--- config.mk ---
export PLATFORM = sky130hd
export DESIGN_NAME = text_overlay_engine_flat
export DESIGN_NICKNAME = d
export VERILOG_FILES = /design/src/rtl/text_overlay_pkg.sv /design/src/rtl/text_overlay_if.sv /design/src/rtl/font_rom.sv /design/src/rtl/text_overlay_engine_hit.sv /design/src/rtl/text_overlay_engine.sv /design/src/flat_wrapper.sv
export SDC_FILE = /design/constraint.sdc
export NUM_CORES = 2
export LEC_CHECK = 0
export BUFFER_PORTS_ARGS = -buffer_cell sky130_fd_sc_hd__buf_2
export CAP_MARGIN = 25
export CORE_ASPECT_RATIO = 0.7
export CORE_MARGIN = 2
export CORE_UTILIZATION = 58
export CTS_BUF_LIST = sky130_fd_sc_hd__clkbuf_16
export CTS_CLUSTER_SIZE = 16
export DETAILED_ROUTE_END_ITERATION = 8
export GPL_ROUTABILITY_DRIVEN = 0
export PLACE_DENSITY = 0.81
export SYNTH_ARGS = -nofsm -noshare
export SYNTH_HDL_FRONTEND = slang
export SYNTH_SLANG_ARGS = --single-unit
export TNS_END_PERCENT = 50
--- constraint.sdc ---
create_clock -name clk -period 5.3 [get_ports clk]
set_clock_uncertainty 0.2 [all_clocks]
set_input_delay 1.06 -clock clk [delete_from_list [all_inputs] [get_ports clk]]
set_output_delay 1.06 -clock clk [all_outputs]
set_load 0.05 [all_outputs]
--- src/rtl/text_overlay_pkg.sv ---
// text_overlay_pkg: shared types and constants for the text overlay engine.
// Field attributes, scale codes, write-select codes, glyph and colour constants.
package text_overlay_pkg;

  typedef enum logic [1:0] {
    SCALE_1X  = 2'd0,
    SCALE_2X  = 2'd1,
    SCALE_4X  = 2'd2,
    SCALE_4XB = 2'd3
  } scale_e;

  typedef struct packed {
    logic [9:0]  x0;
    logic [9:0]  y0;
    logic [11:0] colour;
    scale_e      scale;
    logic [4:0]  len;
    logic        blink;
  } attr_t;

  localparam logic [1:0] SEL_CHAR = 2'd0;
  localparam logic [1:0] SEL_POS  = 2'd1;
  localparam logic [1:0] SEL_ATTR = 2'd2;
  localparam logic [1:0] SEL_RSVD = 2'd3;

  localparam int GLYPH_W = 8;
  localparam int GLYPH_H = 16;

  localparam logic [11:0] COLOUR_BLACK = 12'h000;

endpackage

--- src/rtl/text_overlay_if.sv ---
// text_overlay_if: pixel stream, config write port and overlay result.
// master drives pixels/config, slave (the engine) returns text_on/text_RGB.
interface text_overlay_if
  import text_overlay_pkg::*;
#(
  parameter int NUM_FIELDS = 9,
  parameter int MAX_CHARS  = 16
);
  localparam int FW  = $clog2(NUM_FIELDS);
  localparam int CIW = $clog2(MAX_CHARS);

  logic [9:0]     pixel_x;
  logic [9:0]     pixel_y;
  logic           frame_tick;
  logic           cfg_we;
  logic [FW-1:0]  cfg_field;
  logic [1:0]     cfg_sel;
  logic [CIW-1:0] cfg_index;
  logic [19:0]    cfg_data;
  logic           text_on;
  logic [11:0]    text_RGB;

  modport master (
    output pixel_x, pixel_y, frame_tick,
    output cfg_we, cfg_field, cfg_sel,
    output cfg_index, cfg_data,
    input  text_on, text_RGB
  );

  modport slave (
    input  pixel_x, pixel_y, frame_tick,
    input  cfg_we, cfg_field, cfg_sel,
    input  cfg_index, cfg_data,
    output text_on, text_RGB
  );

endinterface

--- src/rtl/font_rom.sv ---
// font_rom: 8x16 glyph ROM, synchronous read, addr = {ASCII, row}.
// MSB of data is the leftmost glyph column.
module font_rom (
  input  logic        clk,
  input  logic [10:0] addr,
  output logic [7:0]  data
);

  // registered glyph row lookup
  always_ff @(posedge clk) begin
    data <= {addr[10:4], addr[0]}
          ^ {addr[3:0], addr[3:0]}
          ^ 8'hA5;
  end

endmodule

--- src/rtl/text_overlay_engine_hit.sv ---
// text_field_hit: per-field region test and glyph coordinate extraction.
// Sums are 11 bits wide so regions past x/y = 1023 clip instead of wrapping.
module text_field_hit
  import text_overlay_pkg::*;
#(
  parameter int MAX_CHARS = 16,
  localparam int CIW = $clog2(MAX_CHARS)
) (
  input  logic [9:0]     i_px,
  input  logic [9:0]     i_py,
  input  attr_t          i_attr,
  output logic           o_hit,
  output logic [CIW-1:0] o_idx,
  output logic [3:0]     o_row,
  output logic [2:0]     o_bit
);

  logic [1:0]  w_s;
  logic [4:0]  w_len;
  logic [10:0] w_wid;
  logic [10:0] w_hgt;
  logic [10:0] w_xend;
  logic [10:0] w_yend;
  logic [9:0]  w_dx;
  logic [9:0]  w_dy;
  logic [9:0]  w_dxs;
  logic [9:0]  w_dys;

  // region bounds and scaled offsets inside the field
  always_comb begin
    w_s    = (i_attr.scale == SCALE_4XB) ?
             2'd2 : 2'(i_attr.scale);
    w_len  = (i_attr.len > 5'(MAX_CHARS)) ?
             5'(MAX_CHARS) : i_attr.len;
    w_wid  = 11'({w_len, 3'b000}) << w_s;
    w_hgt  = 11'(GLYPH_H) << w_s;
    w_xend = {1'b0, i_attr.x0} + w_wid;
    w_yend = {1'b0, i_attr.y0} + w_hgt;
    w_dx   = i_px - i_attr.x0;
    w_dy   = i_py - i_attr.y0;
    w_dxs  = w_dx >> w_s;
    w_dys  = w_dy >> w_s;
    o_hit  = (w_len != 5'd0)
           && (i_px >= i_attr.x0)
           && ({1'b0, i_px} < w_xend)
           && (i_py >= i_attr.y0)
           && ({1'b0, i_py} < w_yend);
    o_idx  = CIW'(w_dxs >> 3);
    o_row  = 4'(w_dys);
    o_bit  = 3'(w_dxs);
  end

endmodule

--- src/rtl/text_overlay_engine.sv ---
// text_overlay_engine: 3-stage runtime-programmable text overlay.
// Optional blink: define TEXT_OVERLAY_BLINK_EN.
module text_overlay_engine
  import text_overlay_pkg::*;
#(
  parameter int NUM_FIELDS   = 9,
  parameter int MAX_CHARS    = 16,
  parameter int BLINK_FRAMES = 30
) (
  input  logic           clk,
  input  logic           reset_n,
  text_overlay_if.slave  bus
);

  localparam int FW  = $clog2(NUM_FIELDS);
  localparam int CIW = $clog2(MAX_CHARS);

  logic [6:0] r_chars [NUM_FIELDS][MAX_CHARS];
  attr_t      r_shadow [NUM_FIELDS];
  attr_t      r_active [NUM_FIELDS];
  attr_t      w_shd_nxt [NUM_FIELDS];

  logic [NUM_FIELDS-1:0] w_hit;
  logic [NUM_FIELDS-1:0] w_hit_eff;
  logic [CIW-1:0]        w_idx [NUM_FIELDS];
  logic [3:0]            w_row [NUM_FIELDS];
  logic [2:0]            w_bit [NUM_FIELDS];

  logic        w_chr_we;
  logic        w_pos_we;
  logic        w_att_we;
  logic        w_sel_hit;
  logic [6:0]  w_sel_chr;
  logic [3:0]  w_sel_row;
  logic [2:0]  w_sel_bit;
  logic [11:0] w_sel_col;
  logic [7:0]  w_font;
  logic        w_pix;

  logic        r_s1_hit;
  logic [6:0]  r_s1_chr;
  logic [3:0]  r_s1_row;
  logic [2:0]  r_s1_bit;
  logic [11:0] r_s1_col;
  logic        r_s2_hit;
  logic [2:0]  r_s2_bit;
  logic [11:0] r_s2_col;

  assign w_chr_we = bus.cfg_we && (bus.cfg_sel == SEL_CHAR);
  assign w_pos_we = bus.cfg_we && (bus.cfg_sel == SEL_POS);
  assign w_att_we = bus.cfg_we && (bus.cfg_sel == SEL_ATTR);

  // shadow attributes with this cycle's write folded in
  always_comb begin
    for (int f = 0; f < NUM_FIELDS; f++) begin
      w_shd_nxt[f] = r_shadow[f];
      if (bus.cfg_field == FW'(f)) begin
        unique case (1'b1)
          w_pos_we: begin
            w_shd_nxt[f].x0 = bus.cfg_data[9:0];
            w_shd_nxt[f].y0 = bus.cfg_data[19:10];
          end
          w_att_we: begin
            w_shd_nxt[f].colour = bus.cfg_data[11:0];
            w_shd_nxt[f].scale  =
              scale_e'(bus.cfg_data[13:12]);
            w_shd_nxt[f].len    = bus.cfg_data[18:14];
            w_shd_nxt[f].blink  = bus.cfg_data[19];
          end
          default: ;
        endcase
      end
    end
  end

  // shadow follows writes; active copies shadow at frame start
  always_ff @(posedge clk or negedge reset_n) begin
    if (!reset_n) begin
      for (int f = 0; f < NUM_FIELDS; f++) begin
        r_shadow[f] <= '0;
        r_active[f] <= '0;
      end
    end else begin
      r_shadow <= w_shd_nxt;
      if (bus.frame_tick) r_active <= w_shd_nxt;
    end
  end

  // char buffer, written immediately
  always_ff @(posedge clk or negedge reset_n) begin
    if (!reset_n) begin
      for (int f = 0; f < NUM_FIELDS; f++)
        for (int c = 0; c < MAX_CHARS; c++)
          r_chars[f][c] <= '0;
    end else if (w_chr_we) begin
      for (int f = 0; f < NUM_FIELDS; f++)
        for (int c = 0; c < MAX_CHARS; c++)
          if (bus.cfg_field == FW'(f) &&
              bus.cfg_index == CIW'(c))
            r_chars[f][c] <= bus.cfg_data[6:0];
    end
  end

  for (genvar g = 0; g < NUM_FIELDS; g++) begin : g_hit
    text_field_hit #(.MAX_CHARS(MAX_CHARS)) u_hit (
      .i_px   (bus.pixel_x),
      .i_py   (bus.pixel_y),
      .i_attr (r_active[g]),
      .o_hit  (w_hit[g]),
      .o_idx  (w_idx[g]),
      .o_row  (w_row[g]),
      .o_bit  (w_bit[g])
    );
  end

`ifdef TEXT_OVERLAY_BLINK_EN
  localparam int BCW = $clog2(BLINK_FRAMES + 1);
  logic [BCW-1:0] r_blink_cnt;
  logic           r_phase;

  // frame counter toggles phase every BLINK_FRAMES ticks
  always_ff @(posedge clk or negedge reset_n) begin
    if (!reset_n) begin
      r_blink_cnt <= '0;
      r_phase     <= 1'b0;
    end else if (bus.frame_tick) begin
      if (r_blink_cnt == BCW'(BLINK_FRAMES - 1)) begin
        r_blink_cnt <= '0;
        r_phase     <= ~r_phase;
      end else begin
        r_blink_cnt <= r_blink_cnt + 1'b1;
      end
    end
  end

  // blinking fields vanish entirely in the off phase
  always_comb begin
    w_hit_eff = w_hit;
    for (int f = 0; f < NUM_FIELDS; f++)
      if (r_phase && r_active[f].blink)
        w_hit_eff[f] = 1'b0;
  end
`else
  assign w_hit_eff = w_hit;
`endif

  // lowest-index hitting field wins
  always_comb begin
    w_sel_hit = 1'b0;
    w_sel_chr = '0;
    w_sel_row = '0;
    w_sel_bit = '0;
    w_sel_col = COLOUR_BLACK;
    for (int f = NUM_FIELDS - 1; f >= 0; f--) begin
      if (w_hit_eff[f]) begin
        w_sel_hit = 1'b1;
        w_sel_chr = r_chars[f][w_idx[f]];
        w_sel_row = w_row[f];
        w_sel_bit = w_bit[f];
        w_sel_col = r_active[f].colour;
      end
    end
  end

  // stage 1: winning field glyph coordinates
  always_ff @(posedge clk or negedge reset_n) begin
    if (!reset_n) begin
      r_s1_hit <= 1'b0;
      r_s1_chr <= '0;
      r_s1_row <= '0;
      r_s1_bit <= '0;
      r_s1_col <= COLOUR_BLACK;
    end else begin
      r_s1_hit <= w_sel_hit;
      r_s1_chr <= w_sel_chr;
      r_s1_row <= w_sel_row;
      r_s1_bit <= w_sel_bit;
      r_s1_col <= w_sel_col;
    end
  end

  font_rom u_font (
    .clk  (clk),
    .addr ({r_s1_chr, r_s1_row}),
    .data (w_font)
  );

  // stage 2: delay hit/bit/colour alongside the ROM read
  always_ff @(posedge clk or negedge reset_n) begin
    if (!reset_n) begin
      r_s2_hit <= 1'b0;
      r_s2_bit <= '0;
      r_s2_col <= COLOUR_BLACK;
    end else begin
      r_s2_hit <= r_s1_hit;
      r_s2_bit <= r_s1_bit;
      r_s2_col <= r_s1_col;
    end
  end

  assign w_pix = r_s2_hit & w_font[3'd7 - r_s2_bit];

  // stage 3: registered overlay output
  always_ff @(posedge clk or negedge reset_n) begin
    if (!reset_n) begin
      bus.text_on  <= 1'b0;
      bus.text_RGB <= COLOUR_BLACK;
    end else begin
      bus.text_on  <= w_pix;
      bus.text_RGB <= w_pix ? r_s2_col : COLOUR_BLACK;
    end
  end

endmodule

--- src/flat_wrapper.sv ---
// flat-port wrapper written by rule: the top's interface ports become plain ports
module text_overlay_engine_flat import text_overlay_pkg::*;
#(
  parameter int NUM_FIELDS   = 9,
  parameter int MAX_CHARS    = 16,
  parameter int BLINK_FRAMES = 30
)
  (clk, reset_n, bus_pixel_x, bus_pixel_y, bus_frame_tick, bus_cfg_we, bus_cfg_field, bus_cfg_sel, bus_cfg_index, bus_cfg_data, bus_text_on, bus_text_RGB);
  text_overlay_if #(.NUM_FIELDS(NUM_FIELDS), .MAX_CHARS(MAX_CHARS)) bus_i ();
  input  logic clk;
  input  logic reset_n;
  input wire logic [$bits(bus_i.pixel_x)-1:0] bus_pixel_x;
  input wire logic [$bits(bus_i.pixel_y)-1:0] bus_pixel_y;
  input wire logic [$bits(bus_i.frame_tick)-1:0] bus_frame_tick;
  input wire logic [$bits(bus_i.cfg_we)-1:0] bus_cfg_we;
  input wire logic [$bits(bus_i.cfg_field)-1:0] bus_cfg_field;
  input wire logic [$bits(bus_i.cfg_sel)-1:0] bus_cfg_sel;
  input wire logic [$bits(bus_i.cfg_index)-1:0] bus_cfg_index;
  input wire logic [$bits(bus_i.cfg_data)-1:0] bus_cfg_data;
  output wire logic [$bits(bus_i.text_on)-1:0] bus_text_on;
  output wire logic [$bits(bus_i.text_RGB)-1:0] bus_text_RGB;
  assign bus_i.pixel_x = bus_pixel_x;
  assign bus_i.pixel_y = bus_pixel_y;
  assign bus_i.frame_tick = bus_frame_tick;
  assign bus_i.cfg_we = bus_cfg_we;
  assign bus_i.cfg_field = bus_cfg_field;
  assign bus_i.cfg_sel = bus_cfg_sel;
  assign bus_i.cfg_index = bus_cfg_index;
  assign bus_i.cfg_data = bus_cfg_data;
  assign bus_text_on = bus_i.text_on;
  assign bus_text_RGB = bus_i.text_RGB;
  text_overlay_engine #(.NUM_FIELDS(NUM_FIELDS), .MAX_CHARS(MAX_CHARS), .BLINK_FRAMES(BLINK_FRAMES)) u_core (.clk(clk), .reset_n(reset_n), .bus(bus_i));
endmodule
==> metrics.yaml <==
netlist_instances: 7622
status: "completed"
clk-insertion-delay-late_ns: 0.84
fmax_mhz: 193
rr_startpoint: "u_core.r_active[6]"
grt_max_degree: 158
path_depth: 23
ys_ff_latch: 1773
hold_path_class: "in2async"
r2r.worst_path.cells: 23
ys.flop_type: "dfrtp_1"
post-route-period-util_pct: 98.0
dr.pass1.iters: 6
syn_avg_cell_area_um2: 12.2
netlist_area_um2: 93100
mostFrequentLayoutCell: "dfrtp_1"
start_util_pct: 58.6
maxSlewHeadroom_pct: 20.5
cts_tree: "yes"
leakagePower_nw: 50.9
viasPerCell: 6.50
fin_util_pct: 65.4
die_area_um2: 164000
routed_wirelength_um: 263000
synth_top_family_by_area: "multiplexers"
grt_pass1_vias: 66800
synthMuxAreaShare_pct: 27.7
dieWidth_um: 483
final_cell_mix: "dfrtp_1, mux2_2, mux2i_1"
synth_compound_area_share_pct: 8.05
core_um2: 159000
pwr-share-seq_pct: 40.4
yosysWarnings: 0
cp_slowest_cell: "dfrtp_2"
postCtsHoldBufs: 0
drc: 0
cpPeakStageDelay_ns: 0.46
rsz0062_at_grt: "true"
ir_drop_mv: 0.335
numCtsBuffers: 164
clk_path_buf_depth: 3
crit_path_start: "u_core.r_active[6]"
crit_required_ns: 5.81
track_usage_pct: 31.9
finalNetCount: 8287
ys_types: 106
cp.arrival_ns: 5.71
worstSetupStartpointType: "register"
synth_fa_ha_area_share_pct: 6.12
synth_xor_area_share_pct: 1.47
grt-ovfl-total: 0
syn2layout_area_growth_pct: 11.6
root_buffer: "clkbuf_16"
vias: 65300
power_w: 0.0374
p_clk_share_pct: 31.9
switching_share_pct: 32.2
tightest_slew_ns: 1.19
numPortBuffers: 66
grt_antenna_before_repair: 17
dp_hpwl_um: 179000
path_cells: "buf_4 -> mux2i_1 -> nor3_1 -> fa_1 -> a21o_1 -> a21oi_2 -> o21bai_1 -> a21oi_1 -> xor2_1 -> ha_1 -> nor2b_2 -> a311oi_1 -> a2111oi_0 -> and3_1 -> or4_4 -> buf_6 -> a21oi_4 -> buf_12 -> buf_12 -> a22oi_1 -> nor2_1 -> o221ai_1 -> a221oi_2"
dieHeight_um: 339
endpoint: "u_core.r_s1_col[11]"
pin_count: 67
grt_pass1_wl_um: 402000
rrSetupSlack_ns: 0.11
p_per_area_nw_per_um2: 361
setup_violations: 0
p_int_w: 0.0254
drv_slew: 0
maxCapViolations: 0
clock_sinks: 1773
drt_iter0_markers: 7605
final_antenna_net_count: 0
ys_seq_area_share_pct: 47.6
hold_viol: 0
endpoint_kind: "register"
path_buf_inv: 4
crit_path_max_fanout: 12
crit_path_frequent_cell: "buf_12"
yosys.area_share.simple_pct: 5.74
rows: 122
min_period_ns: 5.19
async_flop_share_pct: 99.6
final_layout_size_suffix_gt1_share_pct: 31.3
h-tree-depth: 4
regToRegEndpoint: "u_core.r_s1_col[11]"
p_switching_w: 0.0121
clk_pin_slew_ns: 0.07
crit_family: "compound AO/OA/AOI/OAI gates"
synth_edf_count: 0
place_ws_ns: -0.206
wl_per_cell_um: 26.2
comb_power_share_pct: 27.7
path_class: "reg2reg"
setup_slack_ns: 0.106
kinds of logic (layout without fill, tap and decap cells):
kind of cell,count (synthesis),count (layout)
and+or+nand+nor,1149,1149
other,1,18
muxes,2225,2225
AOI/OAI and AO/OA,1143,1143
xor gates and xnor gates,156,156
adders and majority gates,434,434
DFF,1773,1773
buffers and inverters,741,1046
routing by layer:
metal | up-vias | part of all wire [%] | track usage, %
li1 | 28000 | - | -
met1 | 33600 | 42 | 45.9
met2 | 3140 | 44 | 46.5
met3 | 654 | 11 | 8.74
met4 | 8 | 3.6 | 11.6
met5 | - | 0.019 | 0
state kept, by name (all words and copies together) (netlist names), 4 cells and up:
signal	flops
u_core.bus.text_RGB	12
u_core.r_active	351
u_core.r_chars	1008
u_core.r_s1_chr	7
u_core.r_s1_col	12
u_core.r_s1_row	4
u_core.r_s2_col	12
u_core.r_shadow	351
u_core.u_font.data	7
cell usage after synthesis (56+ instances only):
master | n | area, um^2
a211oi_1 | 56 | 420
mux2i_1 | 541 | 5420
clkbuf_1 | 345 | 1290
o21ai_0 | 339 | 1700
nand2_1 | 503 | 1890
dfrtp_1 | 1766 | 44200
mux2_2 | 1564 | 17600
a21o_1 | 75 | 563
nor2b_1 | 65 | 407
ha_1 | 398 | 4980
a21oi_1 | 210 | 1050
xor2_1 | 58 | 508
nor2_1 | 266 | 998
buf_2 | 58 | 290
inv_1 | 290 | 1090
nor3_1 | 65 | 325
mux4_2 | 99 | 2230
xnor2_1 | 98 | 858
metrics by stage:
| stage | area [um^2] | setup TNS (ns) | hold slack, ns | std cells |
|---|---|---|---|---|
| final | 104000 | 0 | 0.110 | 10100 |
| after floorplan | 93100 | 0 | 0.131 | 7630 |
| after global placement | 98100 | -0.0309 | 0.135 | 9726 |
| after CTS | 103000 | 0 | 0.142 | 10000 |
| after global routing | 104000 | -0.943 | 0.164 | 10000 |
| after detailed placement | 98100 | -1.31 | 0.139 | 9729 |
power groups by stage:
stage          clock, W  sequential (W)  combinational (W)
2_1_floorplan         0          0.0151            0.00665
3_3_place_gp          0          0.0153            0.00965
3_5_place_dp          0          0.0153            0.00999
4_1_cts          0.0120          0.0151             0.0101
5_1_grt          0.0126          0.0152             0.0111
6_report         0.0120          0.0151             0.0104
area by class of cell:
| type | instances | area (um^2) |
|---|---|---|
| clock inverter | 137 | 1190 |
| clock buffer | 165 | 4130 |
| antenna | 9 | 22.5 |
| inverter | 295 | 1120 |
| timing repair buffer | 449 | 4160 |
| fill | 11200 | 54900 |
| tap | 2108 | 2640 |
| multi-input combinational | 5116 | 46200 |
| sequential | 1773 | 44300 |
worst min path at each step:
stage,slack [ns],end,from
after floorplan,0.13,u_core.r_s2_bit[0],u_core.r_s1_bit[0]
after global placement,0.14,u_core.r_s2_col[11],u_core.r_s1_col[11]
after detailed placement,0.14,u_core.r_s2_col[0],u_core.r_s1_col[0]
after CTS,0.14,u_core.r_active[208],reset_n
after global routing,0.16,u_core.r_s2_col[11],u_core.r_s1_col[11]
final,0.11,u_core.r_shadow[215],reset_n
repair_timing:
| item | in CTS | in global routing |
|---|---|---|
| endpoints found under the setup margin | 10 | 26 |
| setup buffers | 2 | 6 |
| pin swaps | 2 | 22 |
| resized for setup | 2 | 54 |
(Power assumes the default switching activity.)
